<file path="config.mk">
export PLATFORM = sky130hd
export DESIGN_NAME = param_txn_gen
export DESIGN_NICKNAME = d
export VERILOG_FILES = /design/src/rtl/txn_gen_pkg.sv /design/src/rtl/txn_addr_step.sv /design/src/rtl/param_txn_gen.sv
export SDC_FILE = /design/constraint.sdc
export NUM_CORES = 1
export LEC_CHECK = 0
export BUFFER_PORTS_ARGS = -buffer_cell sky130_fd_sc_hd__buf_2
export CELL_PAD_IN_SITES_DETAIL_PLACEMENT = 1
export CELL_PAD_IN_SITES_GLOBAL_PLACEMENT = 1
export CORE_UTILIZATION = 43
export CTS_BUF_LIST = sky130_fd_sc_hd__clkbuf_16
export DETAILED_ROUTE_END_ITERATION = 8
export GPL_ROUTABILITY_DRIVEN = 1
export PLACE_DENSITY_LB_ADDON = 0.1
export SLEW_MARGIN = 20
export SYNTH_ARGS = -nofsm -noshare
export SYNTH_HDL_FRONTEND = slang
export SYNTH_SLANG_ARGS = --single-unit
</file>
<file path="constraint.sdc">
create_clock -name clk -period 4.45 [get_ports clk]
set_input_delay 0.2225 -clock clk [delete_from_list [all_inputs] [get_ports clk]]
set_output_delay 0.2225 -clock clk [all_outputs]
set_load 0.05 [all_outputs]
</file>
<file path="src/rtl/txn_gen_pkg.sv">
// Shared types and constants for the burst transaction generator.
package txn_gen_pkg;

    localparam int STATS_W = 32;

    typedef enum logic [1:0] {
        IDLE = 2'd0,
        RUN  = 2'd1,
        DONE = 2'd2
    } state_t;

endpackage

</file>
<file path="src/rtl/txn_addr_step.sv">
// Address/data accumulators: load on accepted start, step by stride / +1 per transfer.
// Registered outputs, one cycle from load/step; holds value when neither is asserted.
module txn_addr_step #(
    parameter type ADDR = bit [31:0],
    parameter type DATA = logic [7:0]
) (
    input  logic clk,
    input  logic rstn,
    input  logic load,
    input  logic step,
    input  ADDR  base_addr,
    input  ADDR  stride,
    input  DATA  seed,
    output ADDR  addr,
    output DATA  data
);

    ADDR r_addr;
    ADDR r_stride;
    DATA r_data;

    // Accumulate rather than multiply: wraps naturally modulo the type width.
    always_ff @(posedge clk or negedge rstn) begin
        if (!rstn) begin
            r_addr   <= '0;
            r_stride <= '0;
            r_data   <= '0;
        end else if (load) begin
            r_addr   <= base_addr;
            r_stride <= stride;
            r_data   <= seed;
        end else if (step) begin
            r_addr   <= ADDR'(r_addr + r_stride);
            r_data   <= DATA'(r_data + DATA'(1));
        end
    end

    assign addr = r_addr;
    assign data = r_data;

endmodule

</file>
<file path="src/rtl/param_txn_gen.sv">
// Burst generator: start in IDLE -> beat 0 valid next cycle, 1 beat/cycle, done strobe after last beat.
// Beats hold while ready=0; all outputs registered. Optional beat counter under TXN_GEN_STATS_EN.
module param_txn_gen
    import txn_gen_pkg::*;
#(
    parameter int  MSB  = 4,
    parameter type ADDR = bit [31:0],
    parameter type DATA = logic [7:0]
) (
    input  logic         clk,
    input  logic         rstn,
    input  logic         start,
    input  logic         abort,
    input  ADDR          base_addr,
    input  ADDR          stride,
    input  DATA          seed,
    input  logic [MSB:0] len,
    input  logic         ready,
    output logic         pulse,
    output ADDR          addr,
    output DATA          data,
    output logic [MSB:0] beat_idx,
    output logic         busy,
    output logic         done
`ifdef TXN_GEN_STATS_EN
    ,
    output logic [STATS_W-1:0] beat_total
`endif
);

    state_t       r_state;
    logic         r_pulse;
    logic         r_busy;
    logic         r_done;
    logic [MSB:0] r_len;
    logic [MSB:0] r_beat_idx;

    logic         w_xfer;
    logic         w_load;
    logic         w_last;

    assign w_xfer = r_pulse & ready;
    assign w_load = (r_state == IDLE) & start & ~abort;
    assign w_last = (r_beat_idx == r_len - (MSB+1)'(1));

    always_ff @(posedge clk or negedge rstn) begin
        if (!rstn) begin
            r_state    <= IDLE;
            r_pulse    <= 1'b0;
            r_busy     <= 1'b0;
            r_done     <= 1'b0;
            r_len      <= '0;
            r_beat_idx <= '0;
        end else begin
            case (r_state)
                IDLE: begin
                    if (w_load) begin
                        r_len      <= len;
                        r_beat_idx <= '0;
                        r_busy     <= 1'b1;
                        if (len != '0) begin
                            r_state <= RUN;
                            r_pulse <= 1'b1;
                        end else begin
                            r_state <= DONE;
                            r_done  <= 1'b1;
                        end
                    end
                end
                RUN: begin
                    // A beat transferring alongside abort is still delivered.
                    if (abort) begin
                        r_state <= IDLE;
                        r_pulse <= 1'b0;
                        r_busy  <= 1'b0;
                    end else if (w_xfer) begin
                        if (w_last) begin
                            r_state <= DONE;
                            r_pulse <= 1'b0;
                            r_done  <= 1'b1;
                        end else begin
                            r_beat_idx <= r_beat_idx + (MSB+1)'(1);
                        end
                    end
                end
                DONE: begin
                    r_state <= IDLE;
                    r_done  <= 1'b0;
                    r_busy  <= 1'b0;
                end
                default: begin
                    r_state <= IDLE;
                    r_pulse <= 1'b0;
                    r_busy  <= 1'b0;
                    r_done  <= 1'b0;
                end
            endcase
        end
    end

    txn_addr_step #(
        .ADDR (ADDR),
        .DATA (DATA)
    ) u_step (
        .clk       (clk),
        .rstn      (rstn),
        .load      (w_load),
        .step      (w_xfer),
        .base_addr (base_addr),
        .stride    (stride),
        .seed      (seed),
        .addr      (addr),
        .data      (data)
    );

    assign pulse    = r_pulse;
    assign busy     = r_busy;
    assign done     = r_done;
    assign beat_idx = r_beat_idx;

`ifdef TXN_GEN_STATS_EN
    logic [STATS_W-1:0] r_beat_total;

    always_ff @(posedge clk or negedge rstn) begin
        if (!rstn) begin
            r_beat_total <= '0;
        end else if (w_xfer && (r_beat_total != '1)) begin
            r_beat_total <= r_beat_total + STATS_W'(1);
        end
    end

    assign beat_total = r_beat_total;
`endif

endmodule
</file>
==> flow_summary_export.csv, run 1 <==
group,metric,value,unit
clock_tree,cts_sinks,87,
drt,wl_met3,815,µm
die,initial_utilization,0.4427,
sta,fin_crit_sh,0.6243,
clock_tree,cts_made_buffers,9,
yosys,netlist_instances,694,
worst_setup_path,start_kind,"flip-flop",
drt,ant_nets,0,
grt,grt_pass1_vias,5691,
grt,grt_usage,0.2632,
drt,vias_per_cell,5.445,
yosys,avgSynthCellArea,8.050,µm²
power_and_ir_drop,total_leakage_power,0.003292,µW
yosys,syn-num-nets,811,
grt,grt_max_degree,100,
drt,routedWlPerCell,16.75,µm
yosys,synth_edf_count,0,
die,dieArea,13450,µm²
drt,routed-wl-met2,8.210,mm
grt,antenna_found_initial,0,
clock_tree,path_clk_slew,70,ps
worst_setup_path,critical_path.top_delay_family,"compound AO/OA/AOI/OAI gates",
worst_hold_path,hp-class,"in -> reg",
die,core_area,12620,µm²
worst_setup_path,cp.required,4720,ps
yosys,synth_area,5587,µm²
worst_setup_path,cp_max_fo,5,
grt,global_route.overflow_total,0,
yosys,async_reset_ff_frac,1.000,
sta,timing.final.crit_period,2778,ps
clock_tree,cts_tree,"yes",
worst_setup_path,cp_cell_sequence,"ha_1, fa_1, a211oi_2, o21ai_2, a21oi_2, o21a_1, o31a_1, o31ai_4, xnor2_1, o31ai_2",
final_layout,area_delta_synth_final,20.38,%
worst_setup_path,critPathKind,"reg -> reg",
sta,tns,0,ps
yosys,synthFlopType,"dfrtp_1",
sta,tightest_slew,1001,ps
flow_run,max_cap_viol_count,0,
sta,hold_viol,0,
yosys,synth.most_common_cell,"nand2_1",
yosys,synth_area_leader_cell,"dfrtp_1",
die,pin_count,130,
power_and_ir_drop,ir_drop,0.3432,mV
placed_design,hpwl,11.87,mm
sta,fin_skew,9.494,ps
worst_setup_path,startpoint,"u_step.addr[0]$_DFFE_PN0P_",
drt,met1_length,7.306,mm
clock_tree,insertion_delay,360,ps
worst_hold_path,min-delay-start,"stride[26]",
drt,highest_layer,"met4",
die,fp-row-count,41,
yosys,synthTopCellsByCount,"182 x nand2_1, 87 x dfrtp_1, 65 x a21oi_1",
drt,via_count,5369,
sta,rsz0062_at_grt,"false",
grt,grt_pass1_wl,27.74,mm
drt,firstDrtPassIters,5,
yosys,synth_cell_types,57,
yosys,synth.top_cell.area_share,0.3897,
die,die_w,116.0,µm
drt,route.detailed.drc,0,
clock_tree,postCtsSetupBuffers,0,
clock_tree,htreeDepth,3,
yosys,ys_seq_area_frac,0.3897,
die,chipHeight,116.0,µm
run_status,status,"complete, no violations",
placed_design,gp_congestion,0.8469,
worst_setup_path,r2r_start,"u_step.addr[0]$_DFFE_PN0P_",
final_layout,final_net_count,926,
sta,fmax,0.3600,GHz
power_and_ir_drop,power.density,799.3,nW/µm²
sta,final-max-slew-violation-count,0,
worst_setup_path,cp_slowest_stage_delay,440,ps
sta,relSlewSlack,0.3326,
yosys,ys_top_cells_by_area,"dfrtp_1 39%, nand2_1 12%, ha_1 7.6%, a21oi_1 5.8%, xnor2_1 4.2%",
yosys,synth-seq-cells,87,
clock_tree,max-clock-path-buffers,2,
worst_setup_path,arrival,3040,ps
placed_design,port_buffers,129,
sta,finalSetupViolCount,0,
worst_setup_path,crit_slowest_cell,"fa_1",
drt,drt-initial-drc-count,183,
drt,wl,16.51,mm
final_layout,drive_gt1_frac,0.1993,
clock_tree,root_buffer,"clkbuf_16",
yosys,synth_warnings,0,
worst_setup_path,cp-end-kind,"flip-flop",
sta,fin_hold_ws,50.94,ps
worst_setup_path,critPathBufInv,0,
-- final timing paths --
check | cells past startpoint | endpoint | slack (ps)
max | 10 | u_step.addr[26]$_DFFE_PN0P_ | 1670
min | 3 | u_step.r_stride[26]$_DFFE_PN0P_ | 50
min in group asynchronous | 2 | u_step.r_stride[16]$_DFFE_PN0P_ | 470
max in group asynchronous | 3 | u_step.r_stride[13]$_DFFE_PN0P_ | 3000
min reg2reg | 2 | u_step.r_stride[25]$_DFFE_PN0P_ | 490
max reg2reg | 10 | u_step.addr[26]$_DFFE_PN0P_ | 1670
-- where the power goes --
group	leakage (µW)	switching [µW]	internal (µW)
sequential	0.00107	253	1070
clock	0.000167	332	545
combinational	0.00205	2100	1080
total	0.00329	2680	2690
-- area by class of cell --
cell class                      count  area (µm²)
Fill cell                        1626        5894
Multi-Input combinational cell    564        3253
Sequential cell                    87        2177
Timing Repair Buffer              135       695.7
Clock buffer                        9       225.2
Tap cell                          172       215.2
Clock inverter                      6       111.4
Inverter                           12       45.04
Antenna cell                        1       2.502
-- per-stage QoR --
step	std cells	worst slack, ps	utilization	area [µm²]	power (µW)
3_3_place_gp	969	1773	0.5053	6376	4387
4_1_cts	985	1646	0.5327	6723	5411
5_1_grt	985	1429	0.5327	6723	5781
2_1_floorplan	694	1673	-	5587	3707
6_report	986	1672	0.5329	6725	5376
3_5_place_dp	969	1671	0.5053	6376	4480
-- layer usage --
metal	GRT usage	vias up
met4	0.08547	0
met3	0.06276	15
met5	0	-
met2	0.4567	111
met1	0.3208	2608
li1	-	2635
-- worst register-to-register path, stage by stage, from the launching register on --
cell	delay, ps
dfrtp_1	400
ha_1	240
fa_1	440
a211oi_2	340
o21ai_2	120
a21oi_2	190
o21a_1	150
o31a_1	350
o31ai_4	120
xnor2_1	140
o31ai_2	180
-- flip-flops by register name (all words and copies together), names as in the netlist --
signal           flops
u_step.addr         32
u_step.r_stride     32
u_step.data          8
beat_idx             5
r_len                5
r_state              2
busy                 1
done                 1
pulse                1
-- cells by family after synthesis --
kind of cell,count (synthesis),synth area share
adders and majority gates,35,0.07973
buffers and inverters,43,0.02979
DFF,87,0.3897
muxes,5,0.009183
xor gates and xnor gates,35,0.05487
and+or+nand+nor,309,0.2367
AOI/OAI and AO/OA,180,0.2000
-- what timing repair did --
action / CTS / global route
setup endpoints to repair: 0 / 0
hold endpoints to repair: 56 / 0
resized for setup: 0 / 0
hold buffers: 1 / 0
-- layout by cell type, fill, tap and decap left out, types with 3 or more instances in the layout --
master / netlist / routed
nor2_1: 52 / 52
a31oi_1: 12 / 12
inv_1: 12 / 13
buf_4: 0 / 6
and2_1: 3 / 3
and3_1: 9 / 9
clkbuf_16: 0 / 9
nor3_1: 16 / 15
xnor2_1: 27 / 27
a31o_2: 3 / 3
nand4_1: 10 / 10
bufinv_16: 0 / 3
a211oi_1: 4 / 4
mux2i_1: 4 / 4
o21bai_1: 7 / 7
nor3b_1: 3 / 3
buf_2: 4 / 128
nand2_1: 182 / 180
nor2b_1: 4 / 4
o21ai_0: 40 / 40
dfrtp_1: 87 / 87
a21o_1: 14 / 14
o21a_1: 6 / 6
a21oi_1: 65 / 65
or3_1: 4 / 4
nand3_1: 14 / 14
o211ai_1: 3 / 3
nand2b_1: 5 / 5
o31ai_1: 3 / 3
o21ai_1: 3 / 3
ha_1: 34 / 34
xor2_1: 8 / 8
Note: power is estimated with default switching activity, not from simulation.
==> run 2: changes to the inputs <==
--- a/config.mk
+++ b/config.mk
@@ -8,7 +8,7 @@
 export BUFFER_PORTS_ARGS = -buffer_cell sky130_fd_sc_hd__buf_2
 export CELL_PAD_IN_SITES_DETAIL_PLACEMENT = 1
 export CELL_PAD_IN_SITES_GLOBAL_PLACEMENT = 1
-export CORE_UTILIZATION = 43
+export CORE_UTILIZATION = 40
 export CTS_BUF_LIST = sky130_fd_sc_hd__clkbuf_16
 export DETAILED_ROUTE_END_ITERATION = 8
 export GPL_ROUTABILITY_DRIVEN = 1
==> constraint.sdc (replaced) <==
create_clock -name clk -period 2.6 [get_ports clk]
set_input_delay 0.13 -clock clk [delete_from_list [all_inputs] [get_ports clk]]
set_output_delay 0.13 -clock clk [all_outputs]
set_load 0.05 [all_outputs]
==> run 2 against run 1 <==
Wire length is 10% higher. Register-to-register slack worse by 1600 ps. First-iteration DRC count is 7.7% higher. Cell area is 13% higher. Combinational power is 90% higher. Sequential power is 73% higher. Via count is 6.9% higher. Largest cell class unchanged. Highest routed layer unchanged. Total power is 83% higher. Cell count is 7.9% higher.
==> flow_summary_export.csv, run 2 (synthesis gave the netlist of run 1 again) <==
group,metric,value,unit
worst_setup_path,cp.required,2860,ps
grt,grt_usage,0.2656,
final_layout,final_area,7569,µm²
drt,met1_length,8.211,mm
drt,routedWlPerCell,17.10,µm
drt,vias_per_cell,5.393,
final_layout,n_antenna_cell,0,
drt,routed-wl-met2,9.123,mm
worst_setup_path,critical_path.top_delay_family,"compound AO/OA/AOI/OAI gates",
sta,worst_slack,23.66,ps
sta,finalSetupViolCount,0,
die,pin_count,130,
drt,route.detailed.drc,0,
clock_tree,path_clk_slew,70,ps
worst_setup_path,regToRegSetupSlack,20,ps
die,fp-row-count,42,
clock_tree,cts_sinks,87,
die,die_w,120.2,µm
die,core_area,13450,µm²
worst_setup_path,crit_slowest_cell,"dfrtp_2",
sta,rsz0062_at_grt,"true",
clock_tree,cts_tree,"yes",
die,chipHeight,120.2,µm
grt,antenna_found_initial,0,
drt,via_count,5738,
placed_design,gp_congestion,0.8840,
final_layout,final_cells,1064,
power_and_ir_drop,total_leakage_power,0.003630,µW
grt,grt_pass1_wl,30.51,mm
sta,final-max-slew-violation-count,0,
power_and_ir_drop,ir_drop,0.5784,mV
run_status,status,"complete, no violations",
sta,fin_hold_ws,16.48,ps
worst_setup_path,cp-end-kind,"flip-flop",
final_layout,final_net_count,1000,
grt,global_route.overflow_total,0,
flow_run,max_cap_viol_count,0,
sta,fin_skew,5.988,ps
placed_design,pre_cts_ws,-67.52,ps
sta,timing.final.crit_period,2576,ps
power_and_ir_drop,finalPower,9837,µW
power_and_ir_drop,power.density,1300,nW/µm²
worst_setup_path,arrival,2840,ps
sta,fmax,0.3881,GHz
worst_setup_path,cp_max_fo,5,
drt,wl_met3,576,µm
clock_tree,htreeDepth,3,
drt,firstDrtPassIters,4,
placed_design,port_buffers,129,
drt,highest_layer,"met4",
final_layout,drive_gt1_frac,0.2286,
placed_design,place_inst,990,
sta,tightest_slew,701.6,ps
grt,grt_pass1_vias,6183,
worst_setup_path,critPathKind,"reg -> reg",
clock_tree,insertion_delay,350,ps
grt,grt_max_degree,100,
final_layout,layout_commonest_cell,"nand2_1",
worst_setup_path,start_kind,"flip-flop",
die,dieArea,14440,µm²
clock_tree,max-clock-path-buffers,2,
clock_tree,cts_made_buffers,9,
placed_design,hpwl,12.33,mm
worst_setup_path,cp_slowest_stage_delay,430,ps
worst_setup_path,cp_cell_sequence,"ha_4, fa_2, a211oi_4, o21ai_2, a21oi_2, o21a_1, o31a_1, buf_6, o31ai_4, xnor2_2, o31ai_2",
placed_design,placedInstanceArea,6553,µm²
sta,fin_crit_sh,0.9909,
final_layout,most-common-layout-cells,"180 x nand2_1, 128 x buf_2, 86 x dfrtp_1, 63 x a21oi_1, 54 x dlygate4sd3_1",
worst_setup_path,critPathBufInv,1,
clock_tree,root_buffer,"clkbuf_16",
worst_hold_path,hp-class,"in -> reg",
die,initial_utilization,0.4153,
sta,hold_viol,0,
sta,relSlewSlack,0.5322,
drt,ant_nets,0,
drt,wl,18.19,mm
final_layout,area_delta_synth_final,35.48,%
drt,drt-initial-drc-count,197,
-- run 2: cell types whose count changed in the layout (fill, tap and decap cells not counted), moves of 3 or more --
cell,change
ha_1,-5
o21ai_0,-3
ha_2,+3
buf_4,+17
buf_12,+3
dlygate4sd3_1,+53
-- run 2: repair_timing --
action / in CTS / in global routing
pin swaps: 1 / 13
setup endpoints to repair: 9 / 19
endpoints found under the hold margin: 102 / 0
hold buffers: 54 / 0
buffers inserted: 1 / 3
resized for setup: 4 / 20
-- run 2: area by class of cell --
class                      instances  area (µm²)
multi-input combinational        564        3363
timing repair buffer             209        1425
inverter                          12       45.04
fill                            1672        5884
clock inverter                     7       111.4
sequential                        87        2178
tap                              176       220.2
clock buffer                       9       225.2
-- run 2: path summary, 6_finish.rpt --
check	startpoint	to	cells past startpoint
min in group asynchronous	rstn	u_step.r_stride[14]$_DFFE_PN0P_	2
hold / removal	base_addr[24]	u_step.addr[24]$_DFFE_PN0P_	3
max in group asynchronous	rstn	u_step.addr[28]$_DFFE_PN0P_	3
setup / recovery	u_step.addr[0]$_DFFE_PN0P_	u_step.addr[26]$_DFFE_PN0P_	11
hold reg to reg	u_step.r_stride[3]$_DFFE_PN0P_	u_step.r_stride[3]$_DFFE_PN0P_	2
setup reg to reg	u_step.addr[0]$_DFFE_PN0P_	u_step.addr[26]$_DFFE_PN0P_	11
-- run 2: stage by stage --
| stage | setup TNS (ps) | utilization |
|---|---|---|
| 2_1_floorplan | -5.749 | - |
| 3_3_place_gp | 0 | 0.4871 |
| 3_5_place_dp | -237.2 | 0.4871 |
| 4_1_cts | 0 | 0.5539 |
| 5_1_grt | -320.4 | 0.5626 |
| 6_report | 0 | 0.5626 |
-- run 2: metal layers --
layer / track usage / vias up
met5: 0 / -
met3: 0.03679 / 16
met4: 0.08828 / 0
met1: 0.3343 / 2826
met2: 0.4659 / 110
li1: - / 2786
-- run 2: power by group --
group	internal (µW)	total [µW]	switching [µW]
Clock	933	1510	575
Sequential	1830	2280	452
Combinational	2240	6050	3810
-- run 2: worst min-delay path: stages --
cell and delay [ps]:
buf_2 100, a21oi_1 60, nand2_1 50
